===== src/rtl/johnson_phase_tracker.sv =====
// rtl/johnson_phase_tracker.sv - Johnson counter phase decoder with lock/direction tracking,
// fault detection and wrap counting for the upstream Johnson down counter.
`timescale 1ns/1ps
module johnson_phase_tracker #(
  parameter int WIDTH    = 4,
  parameter int LOCK_CNT = 3,
  parameter int WRAP_W   = 8,
  parameter int ERR_W    = 8,
  localparam int PHASE_W = $clog2(2*WIDTH)
) (
  input  logic               clk,
  input  logic               rst,
  input  logic [WIDTH-1:0]   count_in,
  output logic [PHASE_W-1:0] phase,
  output logic               phase_valid,
  output logic               locked,
  output logic               dir,
  output logic               err_pulse,
  output logic [ERR_W-1:0]   err_count,
  output logic               wrap_pulse,
  output logic [WRAP_W-1:0]  wrap_count
);

  localparam int RUN_W = $clog2(LOCK_CNT + 1);
  localparam logic [PHASE_W-1:0] PH_LAST = PHASE_W'(2*WIDTH - 1);
  localparam logic [RUN_W-1:0]   RUN_LOCK = RUN_W'(LOCK_CNT);

  typedef enum logic [1:0] {
    ST_ACQ    = 2'd0,
    ST_LOCKED = 2'd1,
    ST_FAULT  = 2'd2
  } state_t;

  state_t             state_q, state_d;
  logic [RUN_W-1:0]   run_q, run_d;
  logic               cand_dir_q, cand_dir_d;
  logic               dir_q, dir_d;
  logic               ref_valid_q, ref_valid_d;
  logic [PHASE_W-1:0] phase_q, phase_d;
  logic               phase_valid_q, phase_valid_d;
  logic               err_pulse_q, err_pulse_d;
  logic [ERR_W-1:0]   err_count_q, err_count_d;
  logic               wrap_pulse_q, wrap_pulse_d;
  logic [WRAP_W-1:0]  wrap_count_q, wrap_count_d;

  logic [WIDTH-1:0]   code_inc, code_inv, inv_inc;
  logic               code_legal;
  logic [PHASE_W-1:0] code_phase;
  logic [PHASE_W-1:0] ref_down, ref_up;
  logic               is_hold, is_down, is_up;
  logic               step_dir;
  logic [RUN_W-1:0]   run_next;
  logic               cand_next;

  function automatic int popcount(input logic [WIDTH-1:0] v);
    int n;
    n = 0;
    for (int i = 0; i < WIDTH; i++) begin
      n += int'(v[i]);
    end
    return n;
  endfunction

  // A legal code has contiguous ones anchored at the LSB, or contiguous ones
  // anchored at the MSB (i.e. its complement is LSB-anchored).
  always_comb begin
    code_inc   = count_in + WIDTH'(1);
    code_inv   = ~count_in;
    inv_inc    = code_inv + WIDTH'(1);
    code_legal = ((count_in & code_inc) == '0) || ((code_inv & inv_inc) == '0);
    if (count_in == '0 || count_in[0]) begin
      code_phase = PHASE_W'(popcount(count_in));
    end else begin
      code_phase = PHASE_W'(2*WIDTH - popcount(count_in));
    end
  end

  // Neighbours of the reference phase, modulo 2*WIDTH.
  always_comb begin
    ref_down = (phase_q == '0) ? PH_LAST : phase_q - PHASE_W'(1);
    ref_up   = (phase_q == PH_LAST) ? '0 : phase_q + PHASE_W'(1);
    is_hold  = (code_phase == phase_q);
    is_down  = (code_phase == ref_down);
    is_up    = (code_phase == ref_up);
    step_dir = is_down;
  end

  always_comb begin
    state_d       = state_q;
    run_d         = run_q;
    cand_dir_d    = cand_dir_q;
    dir_d         = dir_q;
    ref_valid_d   = ref_valid_q;
    phase_d       = phase_q;
    phase_valid_d = code_legal;
    err_pulse_d   = 1'b0;
    err_count_d   = err_count_q;
    wrap_pulse_d  = 1'b0;
    wrap_count_d  = wrap_count_q;
    run_next      = run_q;
    cand_next     = cand_dir_q;

    if (code_legal) begin
      phase_d = code_phase;
    end

    case (state_q)
      ST_ACQ: begin
        if (!code_legal) begin
          err_pulse_d = 1'b1;
          run_d       = '0;
          ref_valid_d = 1'b0;
        end else if (!ref_valid_q) begin
          ref_valid_d = 1'b1;
        end else if (is_hold) begin
          run_d = run_q;
        end else if (is_down || is_up) begin
          if (run_q == '0 || step_dir == cand_dir_q) begin
            run_next  = run_q + RUN_W'(1);
            cand_next = step_dir;
          end else begin
            run_next  = RUN_W'(1);
            cand_next = step_dir;
          end
          cand_dir_d = cand_next;
          if (run_next == RUN_LOCK) begin
            state_d = ST_LOCKED;
            dir_d   = cand_next;
            run_d   = '0;
          end else begin
            run_d = run_next;
          end
        end else begin
          run_d = '0;
        end
      end

      ST_LOCKED: begin
        if (code_legal && is_hold) begin
          state_d = ST_LOCKED;
        end else if (code_legal && ((dir_q && is_down) || (!dir_q && is_up))) begin
          // Only a step across the 0 / 2W-1 boundary in the locked direction wraps.
          if ((dir_q && phase_q == '0) || (!dir_q && phase_q == PH_LAST)) begin
            wrap_pulse_d = 1'b1;
            wrap_count_d = wrap_count_q + WRAP_W'(1);
          end
        end else begin
          state_d     = ST_FAULT;
          err_pulse_d = 1'b1;
          run_d       = '0;
          ref_valid_d = 1'b0;
        end
      end

      ST_FAULT: begin
        if (code_legal) begin
          state_d     = ST_ACQ;
          ref_valid_d = 1'b1;
          run_d       = '0;
        end
      end

      default: begin
        state_d     = ST_ACQ;
        run_d       = '0;
        ref_valid_d = 1'b0;
      end
    endcase

    if (err_pulse_d && err_count_q != '1) begin
      err_count_d = err_count_q + ERR_W'(1);
    end
  end

  always_ff @(posedge clk or posedge rst) begin
    if (rst) begin
      state_q       <= ST_ACQ;
      run_q         <= '0;
      cand_dir_q    <= 1'b0;
      dir_q         <= 1'b0;
      ref_valid_q   <= 1'b0;
      phase_q       <= '0;
      phase_valid_q <= 1'b0;
      err_pulse_q   <= 1'b0;
      err_count_q   <= '0;
      wrap_pulse_q  <= 1'b0;
      wrap_count_q  <= '0;
    end else begin
      state_q       <= state_d;
      run_q         <= run_d;
      cand_dir_q    <= cand_dir_d;
      dir_q         <= dir_d;
      ref_valid_q   <= ref_valid_d;
      phase_q       <= phase_d;
      phase_valid_q <= phase_valid_d;
      err_pulse_q   <= err_pulse_d;
      err_count_q   <= err_count_d;
      wrap_pulse_q  <= wrap_pulse_d;
      wrap_count_q  <= wrap_count_d;
    end
  end

  assign phase       = phase_q;
  assign phase_valid = phase_valid_q;
  assign locked      = (state_q == ST_LOCKED);
  assign dir         = dir_q;
  assign err_pulse   = err_pulse_q;
  assign err_count   = err_count_q;
  assign wrap_pulse  = wrap_pulse_q;
  assign wrap_count  = wrap_count_q;

endmodule


===== config.mk =====
export PLATFORM = sky130hd
export DESIGN_NAME = johnson_phase_tracker
export DESIGN_NICKNAME = d
export VERILOG_FILES = /design/src/rtl/johnson_phase_tracker.sv
export SDC_FILE = /design/constraint.sdc
export NUM_CORES = 1
export LEC_CHECK = 0
export BUFFER_PORTS_ARGS = -buffer_cell sky130_fd_sc_hd__buf_2
export CAP_MARGIN = 40
export CORE_MARGIN = 8
export CORE_UTILIZATION = 44
export CTS_CLUSTER_DIAMETER = 150
export CTS_CLUSTER_SIZE = 28
export DETAILED_ROUTE_END_ITERATION = 8
export HOLD_SLACK_MARGIN = 0.03
export PLACE_DENSITY_LB_ADDON = 0.15
export SLEW_MARGIN = 20
export SYNTH_ARGS = -nofsm -noshare
export SYNTH_HDL_FRONTEND = slang
export SYNTH_SLANG_ARGS = --single-unit
export TNS_END_PERCENT = 100

===== constraint.sdc =====
create_clock -name clk -period 6.3 [get_ports clk]
set_input_delay 0.945 -clock clk [delete_from_list [all_inputs] [get_ports clk]]
set_output_delay 0.945 -clock clk [all_outputs]
set_load 0.05 [all_outputs]

# Yosys cells after proc, flatten, opt, wreduce, memory -nomap -nowiden
# Cells that the tools add are included.
# Widths: inputs -> output; s select.
# word_totals
latch_bits	0
n_memories	0
out_inout_bits	24
wordCells	112
ramBits	0
reg_bits	29
rom_bits	0
# op_classes
shifts	0
n_mul	0
n_mux	39
n_eq_ne	20
reduce_logical	26
n_div	0
n_bitwise	5
addsub	11
order_cmp	0
# ops
op	n
$mux 2	21
$add 8x1->8 const B	2
$ne 2x2->1 const B	8
$logic_not 4->1	3
$pmux 2 s3	2
$mux 1	11
$reduce_and 5->1	2
$eq 3x3->1	3
$mux 3	3
$ne 3x3->1 const B	3
$add 4x1->4 const B	2
$and 4x4->4	2
$ne 8x8->1 const B	1
$logic_and 1x1->1	7
$reduce_and 7->1	1
$logic_or 1x1->1	6
$reduce_and 6->1	1
$eq 2x2->1 const B	2
$logic_not 2->1	2
$not 4->4	1
$reduce_and 4->1	1
$add 2x1->3	1
$add 3x1->3	1
$add 3x1->3 const B	1
13 further kinds	14

# Depth between registers and ports, before layout
# depth
ltp_word	21
ltp_mapped	13
ltp_nobuf	11

# Least setup slack after synthesis
# OpenSTA, ideal clock, no wires.
# synth_path
kind	input to register
start	input port count_in[0]
end	register dir_q (netlist: dir)
setup_slack_ps	2491
path_buffers	0
stages	9
arrival_time_ps	3684
path_cell_list	fa_1 > ha_1 > xnor2_2 > xnor2_1 > o22ai_1 > o2bb2ai_2 > mux2_4 > or4_4 > mux2_4
# synth_between
elab_chain_len	16
elab_cells_between_ends	30
# synth_lines
item	line_no	source
start, declared	13	input logic [WIDTH-1:0] count_in,
$add 1x1->2	59	n += int'(v[i]);
$add 2x1->3	59	
$add 3x1->3	59	
$sub 1x3->3	74	code_phase = PHASE_W'(2*WIDTH - popcount(count_in));
$mux 3	71	if (count_in == '0 || count_in[0]) begin
$eq 3x3->1	83	is_down = (code_phase == ref_down);
$eq 1x1->1	118	if (run_q == '0 || step_dir == cand_dir_q) begin
$logic_or 1x1->1	118	
$mux 2	118	
$mux 2	117	end else if (is_down || is_up) begin
$mux 2	115	end else if (is_hold) begin
$mux 2	113	end else if (!ref_valid_q) begin
$mux 2	109	if (!code_legal) begin
$mux 2	107	case (state_q)
$eq 2x2->1	126	if (run_next == RUN_LOCK) begin
$reduce_and 6->1 (no line)	n/a	
end signal, assigned	192	dir_q <= dir_d;
end, declared	37	logic dir_q, dir_d;
# Several ways; a longest one is shown, not always the timed one. The select of a mux whose other input is x is not followed.
# A chain may end at the register's enable or synchronous reset.

# Worst setup path in the final report
# layout_path
start	input port count_in[0]
end	register run_q[1]
# layout_between
elab_chain_len	21
elab_cells_between_ends	45
# layout_lines
item	line_no	source
$add 1x1->2	59	
$add 2x1->3	59	
$add 3x1->3	59	
$sub 1x3->3	74	
$mux 3	71	
$eq 3x3->1	83	
$eq 1x1->1	118	
$logic_or 1x1->1	118	
(+5 left out)	n/a	
$mux 2	107	
$eq 2x2->1	126	
$mux 2	126	
$mux 2	117	
$mux 2	115	
$mux 2	113	
$mux 2	109	
$pmux 2 s3	107	
end signal, assigned	190	run_q <= run_d;
end, declared	35	logic [RUN_W-1:0] run_q, run_d;
# Several ways; a longest one is shown, not always the timed one. The select of a mux whose other input is x is not followed.

==> impl_metrics.xml <==
<?xml version="1.0" encoding="UTF-8"?>
<metrics>
  <group name="drt">
    <metric name="dr.pass1.iters" unit="">4</metric>
    <metric name="met3RoutedLength" unit="um">244</metric>
    <metric name="drt_first_iter_violations" unit="">71</metric>
    <metric name="met1_length" unit="mm">2.00</metric>
    <metric name="final_wirelength" unit="mm">3.98</metric>
    <metric name="detail-route-antenna-nets" unit="">0</metric>
    <metric name="total_via_count_after_detailed_routing" unit="">1506</metric>
    <metric name="met2WireLength" unit="mm">1.71</metric>
    <metric name="detail_route.drc_violations" unit="">0</metric>
    <metric name="top_signal_layer_used" unit="">met4</metric>
    <metric name="avgRoutedWirePerCell" unit="um">14.1</metric>
    <metric name="via_per_inst" unit="">5.34</metric>
  </group>
  <group name="placed_design">
    <metric name="dp.final_hpwl" unit="mm">3.00</metric>
    <metric name="place.port_buffers" unit="">29</metric>
    <metric name="place_congestion" unit="">0.802</metric>
  </group>
  <group name="timing">
    <metric name="fin_worst_skew" unit="ps">6.82</metric>
    <metric name="rsz0062_at_grt" unit="">false</metric>
    <metric name="final.period_utilization" unit="%">64.2</metric>
    <metric name="worstMarginPinSlew" unit="ps">575</metric>
    <metric name="timing_hold_violations_final" unit="">0</metric>
    <metric name="finalMaxSlewViolations" unit="">0</metric>
    <metric name="final.min_clock_period" unit="ps">4040</metric>
    <metric name="totalNegativeSetupSlack" unit="ps">0</metric>
    <metric name="achievable-frequency" unit="MHz">247</metric>
    <metric name="slew_headroom" unit="%">61.5</metric>
    <metric name="setup_violations" unit="">0</metric>
  </group>
  <group name="yosys">
    <metric name="syn-num-nets" unit="">215</metric>
    <metric name="async_reset_ff_share" unit="%">100</metric>
    <metric name="synth_seq_area_share" unit="%">37.7</metric>
    <metric name="ys_top_cells_by_area" unit="">sky130_fd_sc_hd__dfrtp_1 38%, sky130_fd_sc_hd__ha_1 9.1%, sky130_fd_sc_hd__xnor2_1 7.7%, sky130_fd_sc_hd__xor2_1 3.6%, sky130_fd_sc_hd__and3_1 3.3%</metric>
    <metric name="postSynthCellCount" unit="">194</metric>
    <metric name="yosys-top-cells-count" unit="">29 x sky130_fd_sc_hd__dfrtp_1, 17 x sky130_fd_sc_hd__xnor2_1, 14 x sky130_fd_sc_hd__ha_1</metric>
    <metric name="yosys.cell_count.top_type" unit="">sky130_fd_sc_hd__dfrtp_1</metric>
    <metric name="syn-mean-instance-area" unit="um^2">9.92</metric>
    <metric name="yosys.cell_types.count" unit="">44</metric>
    <metric name="synth-main-ff-cell" unit="">sky130_fd_sc_hd__dfrtp_1</metric>
    <metric name="yosys.area.top_type" unit="">sky130_fd_sc_hd__dfrtp_1</metric>
    <metric name="synth_enable_flop_cells" unit="">0</metric>
    <metric name="yosys_register_bits" unit="">29</metric>
    <metric name="post-synth-top-area-fraction" unit="%">37.7</metric>
    <metric name="synth_area" unit="um^2">1920</metric>
    <metric name="ys_warn_count" unit="">0</metric>
  </group>
  <group name="critical_path">
    <metric name="standard_cell_with_the_maximum_stage_delay_on_the_critical_path" unit="">sky130_fd_sc_hd__fa_1</metric>
    <metric name="largest_stage_delay_worst_path" unit="ps">550</metric>
    <metric name="timing_worst_setup_path_type" unit="">input port to flip-flop</metric>
    <metric name="setup.worst_path.end_class" unit="">flip-flop</metric>
    <metric name="cp_max_fo" unit="">16</metric>
    <metric name="setup.worst_path.start_class" unit="">input port</metric>
    <metric name="critical_path.cell_chain" unit="">buf_2 -&gt; fa_1 -&gt; ha_1 -&gt; inv_1 -&gt; a2111oi_0 -&gt; nor3b_1 -&gt; xor2_1 -&gt; o21ai_0 -&gt; nand2b_1 -&gt; o221ai_1 -&gt; mux2_2</metric>
    <metric name="data_required_time_of_the_critical_path" unit="ps">6470</metric>
    <metric name="timing.critical_path.arrival" unit="ps">4210</metric>
  </group>
  <group name="floorplanning">
    <metric name="initial_core_util" unit="%">44.8</metric>
    <metric name="die_y" unit="um">82.1</metric>
    <metric name="dieWidth" unit="um">82.1</metric>
    <metric name="die_area" unit="um^2">6750</metric>
    <metric name="core.rowCount" unit="">24</metric>
    <metric name="core" unit="um^2">4290</metric>
    <metric name="boundaryPins" unit="">30</metric>
  </group>
  <group name="clocking">
    <metric name="postCtsSetupBuffers" unit="">0</metric>
    <metric name="clock_latency" unit="ps">280</metric>
    <metric name="htreeDepth" unit="">2</metric>
    <metric name="cts.reportedPaths.clkPinSlew" unit="ps">60</metric>
    <metric name="clock_path_buffers" unit="">2</metric>
    <metric name="cts.sinks" unit="">29</metric>
    <metric name="cts_tree" unit="">built</metric>
    <metric name="hold_buffers" unit="">0</metric>
    <metric name="cts_root_buf" unit="">sky130_fd_sc_hd__clkbuf_8</metric>
    <metric name="numCtsBuffers" unit="">5</metric>
    <metric name="cts_resized" unit="">0</metric>
  </group>
  <group name="global_routing">
    <metric name="grt_pass1_vias" unit="">1392</metric>
    <metric name="track_usage" unit="%">12.3</metric>
    <metric name="globalRoute.totalOverflow" unit="">0</metric>
    <metric name="grt_antenna_before_repair" unit="">0</metric>
    <metric name="global_route_wire_length_before_repair" unit="mm">6.47</metric>
    <metric name="grt_max_degree" unit="">18</metric>
  </group>
  <group name="power_and_ir_drop">
    <metric name="pwr_density_cell" unit="nW/um^2">395</metric>
    <metric name="max-vdd-ir-drop" unit="mV">0.239</metric>
    <metric name="power" unit="mW">0.897</metric>
    <metric name="p_leak" unit="nW">1.12</metric>
  </group>
  <group name="finish">
    <metric name="layout-drive-gt1-share" unit="%">22.6</metric>
    <metric name="total_nets_final" unit="">250</metric>
    <metric name="final.fill_count" unit="">407</metric>
    <metric name="area_growth" unit="%">18.1</metric>
    <metric name="antenna_cell_count" unit="">0</metric>
  </group>
  <group name="outcome">
    <metric name="outcome" unit="">finished clean</metric>
  </group>
  <group name="run">
    <metric name="max_cap_check_violation_count" unit="">0</metric>
  </group>
  <group name="worst_hold_path">
    <metric name="class_of_the_tightest_hold_or_removal_check" unit="">flip-flop to flip-flop</metric>
  </group>
</metrics>
-- placed cells by master, fill, tap and decap left out, types with 8 or more instances in the layout --
master                    Yosys  routed
sky130_fd_sc_hd__xnor2_1     17      17
sky130_fd_sc_hd__nor3_1       8       8
sky130_fd_sc_hd__buf_2        1      29
sky130_fd_sc_hd__ha_1        14      14
sky130_fd_sc_hd__xor2_1       8       8
sky130_fd_sc_hd__nand2_1     13      13
sky130_fd_sc_hd__dfrtp_1     29      29
sky130_fd_sc_hd__nand4_1     10      10
sky130_fd_sc_hd__and3_1      10      10
sky130_fd_sc_hd__nor2_1      11      11
sky130_fd_sc_hd__inv_1       11      11
-- final timing paths --
path / from / cells past startpoint / slack [ps] / to
worst min register to register: wrap_count[7]$_DFFE_PP0P_ / 1 / 470 / wrap_count[7]$_DFFE_PP0P_
worst max register to register: phase[0]$_DFFE_PP0N_ / 10 / 3250 / dir$_DFFE_PP0P_
max in group asynchronous: rst / 3 / 5100 / dir$_DFFE_PP0P_
min in group asynchronous: rst / 2 / 710 / err_count[5]$_DFFE_PP0P_
worst max-delay path: count_in[0] / 11 / 2260 / run_q[1]$_DFFE_PP0P_
worst min-delay path: wrap_count[7]$_DFFE_PP0P_ / 1 / 470 / wrap_count[7]$_DFFE_PP0P_
-- worst max-delay path: cells and delay by family --
family | cells | cell delay, ps
adder cells (fa/ha/maj) | 2 | 950
buffers and inverters | 2 | 270
AND/OR/NAND/NOR | 2 | 580
XOR/XNOR | 1 | 150
AO/OA/AOI/OAI | 3 | 940
multiplexers | 1 | 370
-- flip-flops by register name, indices dropped and copies added (netlist names) --
signal,count
wrap_count,8
ref_valid_q,1
phase,3
run_q,2
err_pulse,1
dir,1
state_q,2
cand_dir_q,1
err_count,8
phase_valid,1
wrap_pulse,1
-- cell families after synthesis --
logic type               synth area share [%]
flip-flops                               37.7
AND/OR/NAND/NOR                          22.9
buffers and inverters                    2.80
AO/OA/AOI/OAI                            9.82
multiplexers                             4.42
adder cells (fa/ha/maj)                  10.1
XOR/XNOR                                 12.2
-- per-stage QoR --
stage                     util [%]  std cells  instance area, um^2  hold slack (ps)  setup WS (ps)
after floorplan                  -        194                 1920              479           2490
after global placement        49.6        273                 2130              458           2100
after detailed placement      50.2        274                 2160              461           1960
after CTS                     52.9        282                 2270              470           2260
after global routing          52.9        282                 2270              503           1950
final                         52.9        282                 2270              471           2260
-- metal layers --
layer	vias up	track usage, %
met2	32	18.8
li1	758	-
met1	712	16.2
met5	-	0
met3	4	4.33
met4	0	2.63
-- layout make-up --
class / instances / area, um^2 / share of cell area [%]
Inverter: 11 / 41.3 / 1.82
Multi-Input combinational cell: 151 / 1140 / 50.4
Tap cell: 52 / 65.1 / 2.86
Timing Repair Buffer: 31 / 180 / 7.93
Clock inverter: 1 / 30.0 / 1.32
Sequential cell: 29 / 726 / 31.9
Clock buffer: 7 / 86.3 / 3.80
-- power by group --
part | switching, mW | internal (mW)
clock | 0.0687 | 0.129
combinational | 0.277 | 0.149
sequential | 0.0459 | 0.228
Power figures use the tool's default switching activity.
